`src/rtl/rect_fetcher.sv`:
```
`default_nettype none
// ============================================================================
// rect_fetcher : walks the video-memory rect table at frame start and writes
//                half-open bounds (left, top, right, bottom) plus color into
//                the rect register file, one rect per 7 cycles.
// Revision     : 1.0
// ============================================================================
module rect_fetcher #(
    parameter int                    COORD_WIDTH = 16,
    parameter int                    COLOR_WIDTH = 16,
    parameter int                    ADDR_WIDTH  = 16,
    parameter int                    RECT_COUNT  = 64,
    parameter logic [ADDR_WIDTH-1:0] BASE_ADDR   = '0,
    parameter int                    IDX_WIDTH   = (RECT_COUNT > 1) ? $clog2(RECT_COUNT) : 1
) (
    input  logic                   clk,
    input  logic                   reset_n,
    input  logic                   start,
    output logic                   busy,
    output logic                   done,
    output logic                   mem_re,
    output logic [ADDR_WIDTH-1:0]  mem_addr,
    input  logic [15:0]            mem_rdata,
    output logic                   rect_we,
    output logic [IDX_WIDTH-1:0]   rect_idx,
    output logic [COORD_WIDTH-1:0] rect_left,
    output logic [COORD_WIDTH-1:0] rect_top,
    output logic [COORD_WIDTH-1:0] rect_right,
    output logic [COORD_WIDTH-1:0] rect_bottom,
    output logic [COLOR_WIDTH-1:0] rect_color
);

    typedef enum logic [1:0] {
        S_IDLE  = 2'd0,
        S_READ  = 2'd1,
        S_WAIT  = 2'd2,
        S_WRITE = 2'd3
    } state_t;

    state_t                 r_state;
    state_t                 w_next;
    logic [2:0]             r_k;
    logic [2:0]             r_k_d;
    logic                   r_re_d;
    logic [IDX_WIDTH-1:0]   r_idx;
    logic [ADDR_WIDTH-1:0]  r_ptr;
    logic [COORD_WIDTH-1:0] r_x;
    logic [COORD_WIDTH-1:0] r_y;
    logic [COORD_WIDTH-1:0] r_w;
    logic [COORD_WIDTH-1:0] r_h;
    logic                   r_done;
    logic                   w_last;
    logic [COORD_WIDTH:0]   w_sum_r;
    logic [COORD_WIDTH:0]   w_sum_b;

    assign w_last  = (r_idx == IDX_WIDTH'(RECT_COUNT - 1));
    // One extra bit catches the carry so the far edge saturates instead of wrapping.
    assign w_sum_r = {1'b0, r_x} + {1'b0, r_w};
    assign w_sum_b = {1'b0, r_y} + {1'b0, r_h};

    assign busy     = (r_state != S_IDLE);
    assign done     = r_done;
    assign mem_re   = (r_state == S_READ);
    assign mem_addr = r_ptr;
    assign rect_we  = (r_state == S_WRITE);

    always_comb begin
        w_next = r_state;
        case (r_state)
            S_IDLE:  if (start) w_next = S_READ;
            S_READ:  if (r_k == 3'd4) w_next = S_WAIT;
            S_WAIT:  w_next = S_WRITE;
            S_WRITE: w_next = w_last ? S_IDLE : S_READ;
            default: w_next = S_IDLE;
        endcase
    end

    always_ff @(posedge clk) begin
        if (!reset_n) begin
            r_state     <= S_IDLE;
            r_k         <= '0;
            r_k_d       <= '0;
            r_re_d      <= 1'b0;
            r_idx       <= '0;
            r_ptr       <= '0;
            r_x         <= '0;
            r_y         <= '0;
            r_w         <= '0;
            r_h         <= '0;
            r_done      <= 1'b0;
            rect_idx    <= '0;
            rect_left   <= '0;
            rect_top    <= '0;
            rect_right  <= '0;
            rect_bottom <= '0;
            rect_color  <= '0;
        end else begin
            r_state <= w_next;
            r_done  <= (r_state == S_WRITE) && w_last;
            r_re_d  <= mem_re;
            r_k_d   <= r_k;

            case (r_state)
                S_IDLE: begin
                    if (start) begin
                        r_k   <= '0;
                        r_idx <= '0;
                        r_ptr <= BASE_ADDR;
                    end
                end
                S_READ: begin
                    r_ptr <= r_ptr + ADDR_WIDTH'(1);
                    r_k   <= r_k + 3'd1;
                end
                S_WAIT: begin
                    // Color arrives this cycle, so it goes straight to the output register.
                    rect_idx    <= r_idx;
                    rect_left   <= r_x;
                    rect_top    <= r_y;
                    rect_right  <= w_sum_r[COORD_WIDTH] ? '1 : w_sum_r[COORD_WIDTH-1:0];
                    rect_bottom <= w_sum_b[COORD_WIDTH] ? '1 : w_sum_b[COORD_WIDTH-1:0];
                    rect_color  <= COLOR_WIDTH'(mem_rdata);
                end
                S_WRITE: begin
                    if (!w_last) begin
                        r_idx <= r_idx + IDX_WIDTH'(1);
                        r_k   <= '0;
                    end
                end
                default: ;
            endcase

            if (r_re_d) begin
                case (r_k_d)
                    3'd0:    r_x <= COORD_WIDTH'(mem_rdata);
                    3'd1:    r_y <= COORD_WIDTH'(mem_rdata);
                    3'd2:    r_w <= COORD_WIDTH'(mem_rdata);
                    3'd3:    r_h <= COORD_WIDTH'(mem_rdata);
                    default: ;
                endcase
            end
        end
    end

endmodule
`default_nettype wire
```
`config.mk`:
```
export PLATFORM = sky130hd
export DESIGN_NAME = rect_fetcher
export DESIGN_NICKNAME = d
export VERILOG_FILES = /design/src/rtl/rect_fetcher.sv
export SDC_FILE = /design/constraint.sdc
export NUM_CORES = 1
export LEC_CHECK = 0
export BUFFER_PORTS_ARGS = -buffer_cell sky130_fd_sc_hd__buf_2
export CAP_MARGIN = 20
export CORE_MARGIN = 5
export CORE_UTILIZATION = 30
export CTS_CLUSTER_DIAMETER = 80
export DETAILED_ROUTE_END_ITERATION = 8
export SYNTH_ARGS = -nofsm -noshare
export SYNTH_HDL_FRONTEND = slang
export SYNTH_SLANG_ARGS = --single-unit
```
`constraint.sdc`:
```
create_clock -name clk -period 2.2 [get_ports clk]
set_input_delay 0.44 -clock clk [delete_from_list [all_inputs] [get_ports clk]]
set_output_delay 0.44 -clock clk [all_outputs]
set_load 0.01 [all_outputs]
```
---- After elaboration in Yosys (flattened, before gate mapping) ----
Index checks and enable logic that the tools add are counted.
cells by class
  add/sub/neg operators ................... 5
  equality and inequality tests ........... 11
  mux-type cells .......................... 14
  bitwise gates (word level) .............. 0
  $mul .................................... 0
  $lt $le $gt $ge ......................... 0
  shifts and indexed selects .............. 0
  divide/modulo/power cells ............... 0
  reductions and logical operators ........ 15
operator list
  cell                                                             count
  16-bit two-way mux                                               3
  16-bit by 16-bit adder with 17-bit output                        2
  16-bit one-hot mux with 2 select lines                           1
  16-bit by 1-bit adder with 16-bit output, second input constant  1
  6-bit two-way mux                                                2
  6-bit one-hot mux with 2 select lines                            1
  2-bit AND reduction                                              6
  3-bit one-hot mux with 3 select lines                            1
  2-bit one-hot mux with 4 select lines                            1
  6-bit by 1-bit adder with 6-bit output, second input constant    1
  3-bit by 2-bit == test with 1-bit output, second input constant  2
  6-bit == test, second input constant                             1
  3-bit two-way mux                                                2
  3-bit AND reduction                                              2
  2-bit nonzero test                                               3
  2-bit == test, second input constant                             2
  2-bit two-way mux                                                2
  2-bit != test, second input constant                             2
  3-bit by 1-bit adder with 3-bit output, second input constant    1
  3-bit by 1-bit == test with 1-bit output, second input constant  1
  3-bit == test, second input constant                             1
  3-bit logical NOT                                                1
  3-bit nonzero test                                               1
  2-bit by 1-bit == test with 1-bit output, second input constant  1
  4 further kinds                                                  4
word-level totals
  word-level logic and storage cells ...... 62
  input bits .............................. 19
  bits in latches ......................... 0
  output and inout bits ................... 106
  memory bits (writable) .................. 0
  memories kept ........................... 0
  register bits ........................... 182
  ROM bits ................................ 0

---- Longest topological paths before layout ----
Gate-level depths: netlist of the first run.
  depth in word-level cells ............... 3
  mapped depth ............................ 9
  mapped depth without buffers ............ 8

---- Worst setup path before layout of the first run ----
No wires, ideal clock.
  path type ............................... register -> register
  from .................................... register r_x[0]
  to ...................................... register rect_right[13]
  path buffers ............................ 0
  setup time .............................. 0.125 ns
  cell stages (with the launch flop) ...... 9
  setup slack ............................. -0.238 ns
  period minus slack after synthesis ...... 2.438 ns
  required time ........................... 2.075 ns
  arrival time ............................ 2.313 ns
  cell sequence ........................... dfxtp_1 -> ha_1 -> fa_1 -> a21oi_2 -> o21ai_2 -> a21oi_2 -> o21ai_1 -> a311o_2 -> o41a_1
on the way
  cells in the longest elaborated chain, start to end .. 2
RTL lines
  element                                    RTL line  text
  start, declared                            47        logic [COORD_WIDTH-1:0] r_x;
  start signal, assigned                     135       3'd0: r_x <= COORD_WIDTH'(mem_rdata);
  16-bit by 16-bit adder with 17-bit output  58        assign w_sum_r = {1'b0, r_x} + {1'b0, r_w};
  16-bit two-way mux                         120       rect_right <= w_sum_r[COORD_WIDTH] ? '1 : w_sum_r[COORD_WIDTH-1:0];
  end signal, assigned                       120
  end, declared                              28        output logic [COORD_WIDTH-1:0] rect_right,
No other way between the ends.
A chain may end at the register's enable or synchronous reset.

---- Worst setup path after layout of the first run ----
  from .................................... register r_w[0]
  to ...................................... register rect_right[13]
on the way
  cells in the longest elaborated chain, start to end .. 2
RTL lines
  element                                    RTL line  text
  start, declared                            49        logic [COORD_WIDTH-1:0] r_w;
  start signal, assigned                     137       3'd2: r_w <= COORD_WIDTH'(mem_rdata);
  16-bit by 16-bit adder with 17-bit output  58
  16-bit two-way mux                         120
No other way between the ends.

==> out/metrics.yaml, run 1 <==
global_route:
  track_usage_pct: 14.41
  grt_overflow: 0
  grt_pass1_wl_um: 35460
  grt_pass1_vias: 6497
  grt_max_degree: 87
  antenna_found_initial: 0
floorplanning:
  io_pins: 125
  die_w_um: 174.1
  initial_utilization_pct: 30.21
  core_area_um2: 26730
  rows: 60
  die_area_um2: 30290
  dieHeight_um: 174.1
setup_path:
  cp_slowest_cell: "a311o_2"
  cp-end-kind: "register"
  cp_max_fo: 8
  setup.worst_path.start_class: "register"
  crit_family: "compound AO/OA/AOI/OAI gates"
  cp_cell_sequence: "ha_4 -> fa_2 -> a21oi_2 -> o21ai_2 -> a21oi_2 -> o21ai_2 -> a311o_2 -> o41a_1"
  crit_required_ns: 2.50
  timing.rr.start: "r_w[0]"
  critPathKind: "reg2reg"
  rr_worst_depth: 8
  crit_buf_inv: 0
  worstPathArrival_ns: 2.52
  rrSetupSlack_ns: -0.01
  r2r_end: "rect_right[13]"
  cpPeakStageDelay_ns: 0.40
route:
  wl_met2_um: 10140
  routed.top_layer: "met4"
  drc: 0
  ant_nets: 0
  wl_um: 22160
  viasPerCell: 4.857
  vias: 6824
  dr_wl_met3_um: 1133
  first_pass_iters: 5
  wl_met1_um: 10610
  wl_per_cell_um: 15.77
  initialDrtViolationCount: 418
sta:
  period_share_pct: 100.5
  hold_viol: 0
  fin_crit_ns: 2.212
  slew_headroom_pct: 54.48
  fin_tns_setup_ns: -0.05626
  rsz0062_at_grt: "true"
  tightest_slew_ns: 0.6811
  finalClockSkew_ns: 0.01295
  finalMaxSlewViolations: 0
  setup_viol: 7
  fmax_mhz: 452.1
  setup_slack_ns: -0.01210
worst_hold_path:
  hold_depth: 3
  hold_path.class: "in2reg"
  min_from: "mem_rdata[8]"
  min_to: "r_y[8]"
clocking:
  clk_pin_slew_worst_paths_ns: 0.07
  clk_latency_ns: 0.43
  cts_tree: "yes"
  cts_max_level: 4
  clock-root-buffer: "clkbuf_16"
  clockBufferDepth: 2
  cts_hold_buf: 0
  cts_sinks: 182
  cts-buffers-inserted: 17
synth:
  synth-edff-count: 0
  syn_area_per_cell_um2: 8.776
  synth_area_leaders: "dfxtp_1 (45%), nand2_1 (7.4%), mux2i_1 (7.3%)"
  ys_seq_elements: 182
  ys_warn_count: 0
  syn_area_um2: 8074
  synthCells: 920
  synth_ff_type: "dfxtp_1"
  yosysTopAreaCellShare_pct: 45.13
  synth_cell_types: 61
  synth-seq-area-share_pct: 45.13
  async_flop_share_pct: 0
  synth_top_cell_by_area: "dfxtp_1"
  syn_nets: 982
flow_run:
  maxCapViolCount: 0
cells_and_area:
  area_growth_syn_to_layout_pct: 23.42
  final_common_cell: "dfxtp_1"
  nets: 1114
  drive_gt1_share_pct: 22.09
  diodes: 0
  final_cell_mix: "dfxtp_1 (179), nand2_1 (159), buf_2 (124)"
  final_core_util_pct: 37.28
run_status:
  status: "complete, but fails checks"
  failed_checks: "negative setup slack"
place:
  place.gp.congestion: 0.8661
  dp_slack_ns: -0.06598
  port_buffers: 124
  hpwl_um: 15910
pwr:
  p_per_area_nw_per_um2: 949.0
  p_leak_nw: 4.075
  ir_worst_vdd_uv: 555.9
metrics by stage:
stage	instances	hold WS [ns]	instance area [um^2]	total power, mW
2_1_floorplan	920	0.4400	8083	5.502
3_3_place_gp	1371	0.4458	9244	6.422
3_5_place_dp	1371	0.4518	9244	6.444
4_1_cts	1403	0.3149	9832	9.434
5_1_grt	1405	0.3260	9965	9.960
6_report	1405	0.3303	9965	9.456
synth_stat cells (14+ instances only):
| cell type | n |
|---|---|
| o21ai_0 | 35 |
| mux2i_1 | 59 |
| nor2_1 | 97 |
| clkbuf_1 | 37 |
| o221a_2 | 14 |
| xor2_1 | 28 |
| nand3_1 | 19 |
| a21oi_1 | 110 |
| ha_1 | 41 |
| dfxtp_1 | 182 |
| nand2_1 | 160 |
| inv_1 | 16 |
cell type report:
cell class	count	area, um^2
fillers	2765	16760
multi-input cells	677	4325
flip-flops and latches	182	3647
repair buffers	157	935.9
clock buffers	18	439.2
well taps	341	426.7
clock inverters	13	123.9
inverters	17	66.31
worst min-delay path, cell delays in order:
cell and delay, ns:
buf_2 0.15, nand2_1 0.07, a21oi_1 0.05
power breakdown:
| group | total [mW] | internal [mW] | switching [mW] | leakage, nW |
|---|---|---|---|---|
| logic | 2.55 | 1.09 | 1.46 | 2.33 |
| registers | 3.94 | 3.68 | 0.256 | 1.47 |
| clock network | 2.96 | 1.60 | 1.36 | 0.275 |
per-layer routing:
| metal | global-route usage, % | up-vias |
|---|---|---|
| met2 | 23.38 | 140 |
| met3 | 4.023 | 14 |
| met4 | 3.167 | 0 |
| met5 | 0 | - |
| li1 | - | 3466 |
| met1 | 19.23 | 3204 |
state kept, by name (all words and copies together), names as in the netlist, 2 cells and up:
signal	flops
mem_addr	16
r_h	16
r_idx	6
r_k	3
r_k_d	3
r_state	2
r_w	16
r_x	16
r_y	16
rect_bottom	16
rect_color	16
rect_idx	6
rect_left	16
rect_right	16
rect_top	16
how the worst max path moves through the flow:
stage	from	end	cells after the start
4_1_cts	r_w[0]	rect_right[13]	8
3_5_place_dp	r_w[0]	rect_right[13]	8
2_1_floorplan	r_x[0]	rect_right[10]	9
6_report	r_w[0]	rect_right[13]	8
5_1_grt	r_w[0]	rect_right[13]	8
3_3_place_gp	r_w[0]	rect_right[13]	8
repair_timing:
item                                    4_1_cts  5_1_grt
pin swaps                                     1       14
cloned                                        1        1
resized for setup                             3       19
endpoints found under the setup margin       15       32
buffers inserted                              0        1
cell families after synthesis:
group / count (synthesis) / share of synthesized area (%)
simple gates: 322 / 16.75
compound gates: 211 / 16.43
flops: 182 / 45.13
buf+inv: 62 / 3.022
mux: 61 / 7.593
fa+ha+maj: 43 / 6.850
xor+xnor: 39 / 4.231
Power figures use the tool's default switching activity.
==> run 2: changes to the inputs <==
--- a/config.mk
+++ b/config.mk
@@ -5,6 +5,7 @@
 export SDC_FILE = /design/constraint.sdc
 export NUM_CORES = 1
 export LEC_CHECK = 0
+export ABC_AREA = 1
 export BUFFER_PORTS_ARGS = -buffer_cell sky130_fd_sc_hd__buf_2
 export CAP_MARGIN = 20
 export CORE_MARGIN = 5
@@ -14,3 +15,4 @@
 export SYNTH_ARGS = -nofsm -noshare
 export SYNTH_HDL_FRONTEND = slang
 export SYNTH_SLANG_ARGS = --single-unit
+export TNS_END_PERCENT = 10
==> constraint.sdc (replaced) <==
create_clock -name clk -period 2.7 [get_ports clk]
set_input_delay 0.54 -clock clk [delete_from_list [all_inputs] [get_ports clk]]
set_output_delay 0.54 -clock clk [all_outputs]
set_load 0.01 [all_outputs]
==> out/metrics.yaml, run 2 <==
synth:
  syn_area_per_cell_um2: 6.993  # was 8.776 um^2
  synth_top_cell_by_area: "dfxtp_1"  # unchanged
  ys_seq_elements: 182  # unchanged
  synth_cell_types: 44  # was 61
  syn_nets: 1320  # was 982
  synthMostInstantiatedCell: "nand2_1"  # was dfxtp_1
  yosysTopAreaCellShare_pct: 41.42  # was 45.13%
  synth_area_leaders: "dfxtp_1 (41%), nand2_1 (9.6%), nor2_1 (9.3%)"  # was dfxtp_1 (45%), nand2_1 (7.4%), mux2i_1 (7.3%)
  async_flop_share_pct: 0  # unchanged
  syn_area_um2: 8797  # was 8074 um^2
  synth_common_cells: "nand2_1 (226), nor2_1 (219), dfxtp_1 (182), inv_1 (171), o21ai_0 (157)"  # was dfxtp_1 (182), nand2_1 (160), a21oi_1 (110), nor2_1 (97), mux2i_1 (59)
  ys_warn_count: 0  # unchanged
  synth_ff_type: "dfxtp_1"  # unchanged
  synth-seq-area-share_pct: 41.42  # was 45.13%
  synth-edff-count: 0  # unchanged
  synthCells: 1258  # was 920
pwr:
  swShare_pct: 37.49  # was 32.55%
  ir_worst_vdd_uv: 350.0  # was 555.9 uV
  share_clk_of_total_power_pct: 29.0  # was 31.4%
  intPower_mw: 5.430  # was 6.378 mW
  p_leak_nw: 5.069  # was 4.075 nW
  power_frac_comb_pct: 30.8  # was 27.0%
  p_seq_share_pct: 40.2  # was 41.7%
  switchingPower_mw: 3.256  # was 3.078 mW
  p_per_area_nw_per_um2: 839.3  # was 949.0 nW/um^2
clocking:
  post_cts_buffers: 0  # unchanged
  cts-buffers-inserted: 17  # unchanged
  clk_pin_slew_worst_paths_ns: 0.07  # about the same
  cts_sinks: 182  # unchanged
  cts_tree: "yes"  # unchanged
  cts_resized: 0  # was 3
  cts_max_level: 4  # unchanged
  clock-root-buffer: "clkbuf_16"  # unchanged
  clk_latency_ns: 0.44  # was 0.43 ns
  clockBufferDepth: 2  # unchanged
  cts_hold_buf: 0  # unchanged
sta:
  tightest_slew_ns: 0.6422  # was 0.6811 ns
  finalMaxSlewViolations: 0  # unchanged
  setup_slack_ns: 0.5861  # was -0.01210 ns
  finalClockSkew_ns: 0.01313  # was 0.01295 ns
  slew_headroom_pct: 57.14  # was 54.48%
  rsz0062_at_grt: "false"  # was true
  fin_tns_setup_ns: 0  # was -0.05626 ns
  hold_viol: 0  # unchanged
  setup_viol: 0  # was 7
  fin_crit_ns: 2.114
  period_share_pct: 78.29
  fmax_mhz: 473.1
setup_path:
  cpPeakStageDelay_ns: 0.41  # was 0.40 ns
  crit_required_ns: 2.16  # was 2.50 ns
  cp_cell_sequence: "inv_1 -> ha_1 -> inv_1 -> buf_2"  # was ha_4 -> fa_2 -> a21oi_2 -> o21ai_2 -> a21oi_2 -> o21ai_2 -> a311o_2 -> o41a_1
  cp-end-kind: "output pin"  # was register
  setup.worst_path.start_class: "register"  # unchanged
  worst-path-stages: 4  # was 8
  critPathKind: "reg2out"  # was reg2reg
  crit_path_frequent_cell: "inv_1"
  cp_max_fo: 5  # was 8
  cp_slowest_cell: "dfxtp_1"  # was a311o_2
  worstPathArrival_ns: 1.57  # was 2.52 ns
  crit_buf_inv: 3  # was 0
  rr_worst_depth: 10  # was 8
  crit_family: "buffers and inverters"  # was compound AO/OA/AOI/OAI gates
global_route:
  antenna_found_initial: 0  # unchanged
  grt_max_degree: 108  # was 87
  grt_pass1_vias: 7773  # was 6497
  grt_pass1_wl_um: 41210  # was 35460 um
  grt_overflow: 0  # unchanged
  track_usage_pct: 15.32  # was 14.41%
route:
  viasPerCell: 4.534  # was 4.857
  ant_nets: 0  # unchanged
  first_pass_iters: 5  # unchanged
  wl_per_cell_um: 14.16  # was 15.77 um
  drc: 0  # unchanged
  wl_um: 24930  # was 22160 um
  vias: 7980  # was 6824
  initialDrtViolationCount: 482  # was 418
floorplanning:
  rows: 62  # was 60
  core_area_um2: 28860  # was 26730 um^2
  die_w_um: 181.2  # was 174.1 um
  die_area_um2: 32850  # was 30290 um^2
  io_pins: 125  # unchanged
  dieHeight_um: 181.2  # was 174.1 um
  initial_utilization_pct: 30.48  # was 30.21%
cells_and_area:
  final_common_cell: "nand2_1"  # was dfxtp_1
  drive_gt1_share_pct: 14.53  # was 22.09%
  final_core_util_pct: 35.87  # was 37.28%
  area_growth_syn_to_layout_pct: 17.65  # was 23.42%
  final_cells: 1760  # was 1405
  diodes: 0  # unchanged
  final_cell_mix: "nand2_1 (226), nor2_1 (219), dfxtp_1 (182)"  # was dfxtp_1 (179), nand2_1 (159), buf_2 (124)
  fillers: 3140  # was 2765
  nets: 1425  # was 1114
place:
  dp_cells: 1728  # was 1371
  port_buffers: 124  # unchanged
  dp_slack_ns: 0.7018  # was -0.06598 ns
  place.gp.congestion: 0.8862  # was 0.8661
  hpwl_um: 18610  # was 15910 um
worst_hold_path:
  hold_depth: 2  # was 3
  hold_path.class: "reg2reg"  # was in2reg
flow_run:
  maxCapViolCount: 0  # unchanged
run_status:
  status: "finished clean"  # was complete, but fails checks
-- run 2: per-layer routing --
| layer | global-route usage (%) | routed length [um] |
|---|---|---|
| met4 | 4.773 | 523 |
| met1 | 20.12 | 11890 |
| met2 | 25.50 | 11680 |
| met5 | 0 | 0 |
| met3 | 2.936 | 837 |
-- run 2: worst register-to-register path: cells and delay by family (launching register included) --
kind,cells,cell delay (ns)
buf+inv,1,0.07
fa+ha+maj,2,0.62
flops,1,0.33
compound gates,1,0.22
simple gates,6,0.68
-- run 2: through the flow --
step	hold WS (ns)	power [mW]	instance area, um^2
after floorplan	0.4274	5.242	8797
after global placement	0.4373	6.236	9763
after detailed placement	0.4414	6.262	9763
after CTS	0.4375	8.804	10350
after global routing	0.4555	9.267	10350
final	0.4503	8.686	10350
-- run 2: cell families after synthesis --
family | share of synthesized area [%]
flops | 41.42
buf+inv | 9.984
xor+xnor | 1.593
compound gates | 15.49
simple gates | 25.23
fa+ha+maj | 6.286
-- run 2: final timing paths --
| kind | endpoint | slack (ns) | startpoint |
|---|---|---|---|
| max | busy | 0.59 | r_state[0] |
| min | r_h[9] | 0.45 | r_h[9] |
| max reg2reg | rect_bottom[4] | 0.68 | r_y[0] |
| min reg2reg | r_h[9] | 0.45 | r_h[9] |
-- run 2: layout make-up --
| class | instances | area (um^2) | area share [%] |
|---|---|---|---|
| timing repair buffer | 132 | 695.7 | 6.721 |
| sequential | 182 | 3643 | 35.20 |
| clock buffer | 17 | 425.4 | 4.110 |
| inverter | 174 | 655.6 | 6.335 |
| multi-input combinational | 856 | 4288 | 41.43 |
| clock inverter | 15 | 161.4 | 1.559 |
| tap | 384 | 480.5 | 4.642 |
-- run 2: power by group through the flow --
stage / clock (mW) / combinational (mW) / sequential (mW)
floorplan: 0 / 1.54 / 3.70
global placement: 0 / 2.69 / 3.55
detailed placement: 0 / 2.71 / 3.55
CTS: 2.58 / 2.73 / 3.50
global route: 2.68 / 3.02 / 3.56
finish: 2.52 / 2.68 / 3.49
